`config.mk`:
```
export PLATFORM = sky130hd
export DESIGN_NAME = hazard_ctrl
export DESIGN_NICKNAME = d
export VERILOG_FILES = /design/src/rtl/hazard_ctrl.sv
export SDC_FILE = /design/constraint.sdc
export NUM_CORES = 1
export LEC_CHECK = 0
export ABC_AREA = 1
export CORE_MARGIN = 1.5
export CORE_UTILIZATION = 35
export CTS_CLUSTER_DIAMETER = 30
export CTS_CLUSTER_SIZE = 16
export DETAILED_ROUTE_END_ITERATION = 12
export DONT_BUFFER_PORTS = 1
export HOLD_SLACK_MARGIN = 0.05
export SLEW_MARGIN = 20
export SYNTH_ARGS = -nofsm -noshare
export SYNTH_HDL_FRONTEND = slang
export SYNTH_SLANG_ARGS = --single-unit
```
`constraint.sdc`:
```
create_clock -name clk -period 2.1 [get_ports clk]
set_input_delay 0.315 -clock clk [delete_from_list [all_inputs] [get_ports clk]]
set_output_delay 0.315 -clock clk [all_outputs]
set_load 0.02 [all_outputs]
```
`src/rtl/hazard_ctrl.sv`:
```
// hazard_ctrl: load-use stall and taken-branch flush control for the
// IF/ID and ID/EX pipeline latches, with saturating debug event counters.
module hazard_ctrl #(
   parameter int FLUSH_CYCLES = 1,
   parameter int CNT_W        = 16
) (
   input  logic             clk,
   input  logic             reset,
   input  logic [31:0]      ifid_instr,
   input  logic             idex_memread,
   input  logic [4:0]       idex_rd,
   input  logic             ex_branch_taken,
   output logic             stop,
   output logic             pc_write,
   output logic             ifid_write,
   output logic             branch_reset,
   output logic             ifid_flush,
   output logic [CNT_W-1:0] stall_count,
   output logic [CNT_W-1:0] flush_count
);

   localparam logic [6:0] OP_LUI   = 7'b0110111;
   localparam logic [6:0] OP_AUIPC = 7'b0010111;
   localparam logic [6:0] OP_JAL   = 7'b1101111;
   localparam logic [6:0] OP_R     = 7'b0110011;
   localparam logic [6:0] OP_S     = 7'b0100011;
   localparam logic [6:0] OP_B     = 7'b1100011;

   // The taken cycle itself is the first flush cycle, so FLUSH only has to
   // cover the remaining FLUSH_CYCLES-1 cycles.
   localparam logic [2:0] FLUSH_RELOAD = 3'(FLUSH_CYCLES - 1);
   localparam bit         MULTI_FLUSH  = (FLUSH_CYCLES > 1);

   typedef enum logic {
      IDLE  = 1'b0,
      FLUSH = 1'b1
   } state_t;

   state_t      state;
   state_t      state_nxt;
   logic [2:0]  fcnt;
   logic [2:0]  fcnt_nxt;

   logic [6:0]  opcode;
   logic [4:0]  rs1;
   logic [4:0]  rs2;
   logic        uses_rs1;
   logic        uses_rs2;
   logic        lu;
   logic        flush_now;

   function automatic logic [CNT_W-1:0] sat_inc(input logic [CNT_W-1:0] v);
      return (&v) ? v : v + CNT_W'(1);
   endfunction

   assign opcode = ifid_instr[6:0];
   assign rs1    = ifid_instr[19:15];
   assign rs2    = ifid_instr[24:20];

   // Only compare register fields the decoded instruction actually reads.
   assign uses_rs1 = !(opcode inside {OP_LUI, OP_AUIPC, OP_JAL});
   assign uses_rs2 = (opcode inside {OP_R, OP_S, OP_B});

   assign lu = idex_memread && (idex_rd != 5'd0) &&
               ((uses_rs1 && (rs1 == idex_rd)) || (uses_rs2 && (rs2 == idex_rd)));

   assign flush_now = ex_branch_taken || (state == FLUSH);

   // Flush FSM state and remaining-cycle register.
   always_ff @(posedge clk or negedge reset) begin
      if (!reset) begin
         state <= IDLE;
         fcnt  <= 3'd0;
      end else begin
         state <= state_nxt;
         fcnt  <= fcnt_nxt;
      end
   end

   // Next-state logic: a new taken branch always restarts the flush window.
   always_comb begin
      state_nxt = state;
      fcnt_nxt  = fcnt;
      case (state)
         IDLE: begin
            if (ex_branch_taken && MULTI_FLUSH) begin
               state_nxt = FLUSH;
               fcnt_nxt  = FLUSH_RELOAD;
            end
         end
         FLUSH: begin
            if (ex_branch_taken) begin
               fcnt_nxt = FLUSH_RELOAD;
            end else if (fcnt <= 3'd1) begin
               state_nxt = IDLE;
               fcnt_nxt  = 3'd0;
            end else begin
               fcnt_nxt = fcnt - 3'd1;
            end
         end
         default: begin
            state_nxt = IDLE;
            fcnt_nxt  = 3'd0;
         end
      endcase
   end

   // Latch controls: everything idle in reset, flush beats load-use stall.
   always_comb begin
      stop         = 1'b0;
      pc_write     = 1'b1;
      ifid_write   = 1'b1;
      branch_reset = 1'b0;
      ifid_flush   = 1'b0;
      if (!reset) begin
         pc_write   = 1'b0;
         ifid_write = 1'b0;
      end else if (flush_now) begin
         branch_reset = 1'b1;
         ifid_flush   = 1'b1;
      end else if (lu) begin
         stop       = 1'b1;
         pc_write   = 1'b0;
         ifid_write = 1'b0;
      end
   end

   // Saturating debug counters for stall cycles and taken-branch events.
   always_ff @(posedge clk or negedge reset) begin
      if (!reset) begin
         stall_count <= '0;
         flush_count <= '0;
      end else begin
         if (lu && !flush_now) begin
            stall_count <= sat_inc(stall_count);
         end
         if (ex_branch_taken) begin
            flush_count <= sat_inc(flush_count);
         end
      end
   end

endmodule

```
==> results of run 1 <==
## where the power goes
| part | total (W) | switching (W) | leakage [nW] | internal, W |
|---|---|---|---|---|
| sequential | 0.000943 | 0.000177 | 0.456 | 0.000766 |
| combinational | 0.000246 | 0.000132 | 0.749 | 0.000114 |
| clock | 0.000523 | 0.000261 | 0.0510 | 0.000262 |
| total | 0.00171 | 0.000571 | 1.26 | 0.00114 |
## layer usage
metal	track usage (%)	vias to the layer above	part of all wire (%)
met1	17.6	924	45
met5	0	-	0
met3	6.49	4	7.0
met2	24.5	44	47
met4	3.13	0	0.56
li1	-	1013	-
## critical path, stage by stage (launching register included)
cell and delay [ns]:
sky130_fd_sc_hd__dfrtp_1 0.52, sky130_fd_sc_hd__ha_1 0.22, sky130_fd_sc_hd__nand3_1 0.12, sky130_fd_sc_hd__nor2_1 0.18
sky130_fd_sc_hd__nand3_2 0.15, sky130_fd_sc_hd__nand2_4 0.17, sky130_fd_sc_hd__mux2_2 0.34
## cells in the final DEF (no fill, tap or decap), types with 3 or more instances in the layout
| cell | n |
|---|---|
| sky130_fd_sc_hd__nand2_1 | 90 |
| sky130_fd_sc_hd__inv_1 | 52 |
| sky130_fd_sc_hd__dfrtp_1 | 36 |
| sky130_fd_sc_hd__nor2_1 | 35 |
| sky130_fd_sc_hd__nand3_1 | 25 |
| sky130_fd_sc_hd__nand4_1 | 17 |
| sky130_fd_sc_hd__xnor2_1 | 11 |
| sky130_fd_sc_hd__xor2_1 | 11 |
| sky130_fd_sc_hd__buf_4 | 8 |
| sky130_fd_sc_hd__clkbuf_8 | 6 |
| sky130_fd_sc_hd__nor2_2 | 5 |
| sky130_fd_sc_hd__nor3_1 | 4 |
| sky130_fd_sc_hd__ha_1 | 4 |
| sky130_fd_sc_hd__a21oi_1 | 3 |
## cells by family (layout without fill, tap and decap cells)
logic type / after synthesis / in the layout
buffers and inverters: 62 / 71
AND/OR/NAND/NOR: 186 / 186
flip-flops: 36 / 36
multiplexers: 1 / 1
XOR/XNOR: 22 / 22
AO/OA/AOI/OAI: 10 / 10
adder cells (fa/ha/maj): 4 / 4
## registers in the layout, summed over array words and instances (netlist names)
signal	cells
state	1
fcnt	3
flush_count	16
stall_count	16
## per-stage QoR
stage | setup WS, ns | hold slack (ns)
6_report | 0.283 | 0.197
5_1_grt | 0.102 | 0.180
4_1_cts | 0.281 | 0.186
3_5_place_dp | 0.298 | 0.0202
3_3_place_gp | 0.318 | 0.0202
2_1_floorplan | 0.168 | 0.0194
## area by class of cell
| cell class | instances | share of cell area, % |
|---|---|---|
| inverter | 53 | 7.79 |
| sequential | 36 | 35.3 |
| clock inverter | 2 | 0.392 |
| clock buffer | 6 | 3.24 |
| timing repair buffer | 10 | 3.53 |
| tap | 77 | 3.77 |
| multi-input combinational | 223 | 46.0 |
## Yosys cell counts, drive strengths merged
library cell / number / area share (%)
nand2: 92 / 15
inv: 53 / 8.5
nor2: 41 / 7.4
dfrtp: 36 / 38
nand3: 28 / 6.9
nand4: 18 / 5.5
xnor2: 11 / 4.1
xor2: 11 / 4.1
buf: 9 / 2.9
nor3: 5 / 1.3
o21ai: 5 / 1.2
ha: 4 / 2.1
a21oi: 3 / 0.64
nor4: 2 / 0.53
a21boi: 1 / 0.32
mux2: 1 / 0.48
o22ai: 1 / 0.27
## worst max-delay path by stage
stage / from / end / slack, ns / cells past startpoint
2_1_floorplan: idex_rd[2] / pc_write / 0.17 / 8
3_3_place_gp: flush_count[0] / flush_count[1] / 0.32 / 6
3_5_place_dp: flush_count[0] / flush_count[1] / 0.30 / 6
4_1_cts: flush_count[0] / flush_count[1] / 0.28 / 6
5_1_grt: stall_count[1] / stall_count[12] / 0.10 / 8
6_report: flush_count[0] / flush_count[1] / 0.28 / 6
==> reports/results.env, run 1 <==
SYNTH_FA_HA_AREA_SHARE_PCT=2.14
NUM_IO_PINS=78
TRANSITION_TIME_OF_THE_TIGHTEST_SLEW_CHECK_PIN_NS=0.550
VIOLATED_CHECKS='design-rule violations'
CP.REQUIRED_NS=2.28
POST_SYNTH_AND_OR_NAND_NOR_AREA_FRACTION_PCT=36.8
POST_CTS_RESIZE_COUNT=0
MAXCAPVIOLCOUNT=0
SYN-MEAN-INSTANCE-AREA_SQ_UM=7.29
SYNTH-XOR-AREA-SHARE_PCT=8.23
R2R-END='flush_count[1]'
GLOBALPLACE.CONGESTION=0.833
MIN_DELAY_WORST_ENDPOINT='flush_count[2]'
CTS_NUM_SINKS=36
SLEW_VIOL_FINAL=0
SYNTH-SEQ-AREA-SHARE_PCT=38.5
POST_ROUTE_CELLS_DRIVE_ABOVE_1_SHARE_PCT=10.0
ANTENNA_CELLS_INSERTED=0
LEAKAGE_nW=1.26
DRT-WIRELENGTH-PER-CELL_UM=11.9
ROUTED-VIA-COUNT=1985
GLOBAL_ROUTING_USAGE_SUMMED_ACROSS_ALL_ROUTING_LAYERS_PCT=14.7
WIRELENGTH_MM=4.83
STDCELL_COUNT=407
TIMING_HOLD_VIOLATIONS_FINAL=0
SYN_AREA_SQ_UM=2340
DESIGN.CORE.AREA_SQ_UM=6420
LAYOUT_WORST_PATH_CYCLE_SHARE_PCT=86.5
IRDROPWORSTVDD_V=0.000460
WORST_HOLD_STARTPOINT='ex_branch_taken'
YS_SEQ_ELEMENTS=36
CLOCK_LATENCY_ON_THE_WORST_SKEW_PAIR_NS=0.29
CTS.CLK_SLEW.WORST_PATHS_NS=0.07
DIE-HEIGHT_UM=84.8
MULTIINPUTGATEAREA_SQ_UM=1170
DOMINANT_COMBINATIONAL_CELL_FAMILY_BY_AREA_AFTER_SYNTHESIS='simple AND/OR/NAND/NOR gates'
DPL_CELL_AREA_SQ_UM=2430
FINAL_CORE_UTIL_PCT=39.7
CTS_BUFFER_DEPTH=2
POST-ROUTE-DRC-COUNT=4
CRITICAL_PATH.REG2REG.STARTPOINT='flush_count[0]'
TOTAL_POWER_W=0.00171
HOLDPATHSTAGES=2
HOLD_PATH_CLASS='primary input to flop'
SYNTH_WARNINGS=0
CRITICAL_PATH.ENDPOINT_TYPE='flop'
MAXSLEWHEADROOM_PCT=63.3
ROUTED_VIA_DENSITY=4.88
FINISH.INSTANCE_AREA_SQ_UM=2550
GRT-OVFL-TOTAL=0
SIGNAL_ARRIVAL_TIME_AT_THE_WORST_ENDPOINT_NS=2.00
SEQUENTIAL_CELL_AREA_SQ_UM=901
R2R_SLACK_NS=0.28
YOSYS.CELL_TYPES.COUNT=30
NETLIST_INSTANCES=321
TRITONCTS.NUM_BUFFERS=5
CTS_TREE='done'
RSZ_0062_RAISED_AFTER_GLOBAL_ROUTING='false'
CTS.HOLD.BUFFERS_ADDED=2
DRT_ITER0_DRC=50
SYNTHMUXAREASHARE_PCT=0.481
TOTAL_OF_BUFFERS_PLACED_ON_INPUT_AND_OUTPUT_PORTS=0
HTREE_LEVELS=2
CTS.ROOT.BUFFER_CELL='sky130_fd_sc_hd__clkbuf_8'
INITIAL_UTILIZATION_PCT=36.5
POWER_DENSITY_nW_PER_UM2=671
FINCLKSKEW_NS=0.00677
HORIZONTAL_DIE_DIMENSION_UM=84.8
CRIT_PATH_MAX_FANOUT=10
SYNTH_COMPOUND_GATE_AREA_SHARE_PCT=2.46
NUM-FILL-CELLS=674
TIMING_WORST_SETUP_PATH_TYPE='flop to flop'
RESULT_OF_THE_RUN='finished with violations'
FINAL_LAYOUT_SETUP_TOTAL_NEGATIVE_SLACK_NS=0
SETUP-VIOLATIONS-FINAL=0
NUMBER_OF_GLOBAL_ROUTE_VIAS_BEFORE_REPAIR=1934
LAYOUT_MIN_CYCLE_TIME_NS=1.82
CTS.REPAIR_TIMING.SETUP_BUFFER_COUNT=0
FIRSTDRTPASSITERS=8
GRT_MAX_DEGREE=37
START_KIND='flop'
FMAXACHIEVABLE_MHz=550
REG2REGPATHDEPTH=6
DIE-AREA_SQ_UM=7190
DETAIL-ROUTE-ANTENNA-NETS=0
PLACEDCELLCOUNT=397
PLACE_HPWL_MM=3.51
FINAL_NET_COUNT=374
ANTENNA_VIOLATIONS_BEFORE_REPAIR=0
PLACEMENT_ROWS=29
GRT_FIRST_PASS_WIRELENGTH_MM=8.65
AREA.GROWTH.SYNTH_TO_FINAL_PCT=9.03
SYNTH.NET_COUNT=366
Power figures use the tool's default switching activity.
==> inputs of run 2 (changes only) <==
CTS_BUF_LIST = sky130_fd_sc_hd__clkbuf_4 sky130_fd_sc_hd__clkbuf_8 sky130_fd_sc_hd__clkbuf_16   (was default)
==> results of run 2 <==
Same layout as run 1: the final DEF is identical, and so are final timing and power.
==> inputs of run 3 (changes only) <==
SLEW_MARGIN = default   (was 20)
==> results of run 3 <==
Same layout as run 1: the final DEF is identical, and so are final timing and power.
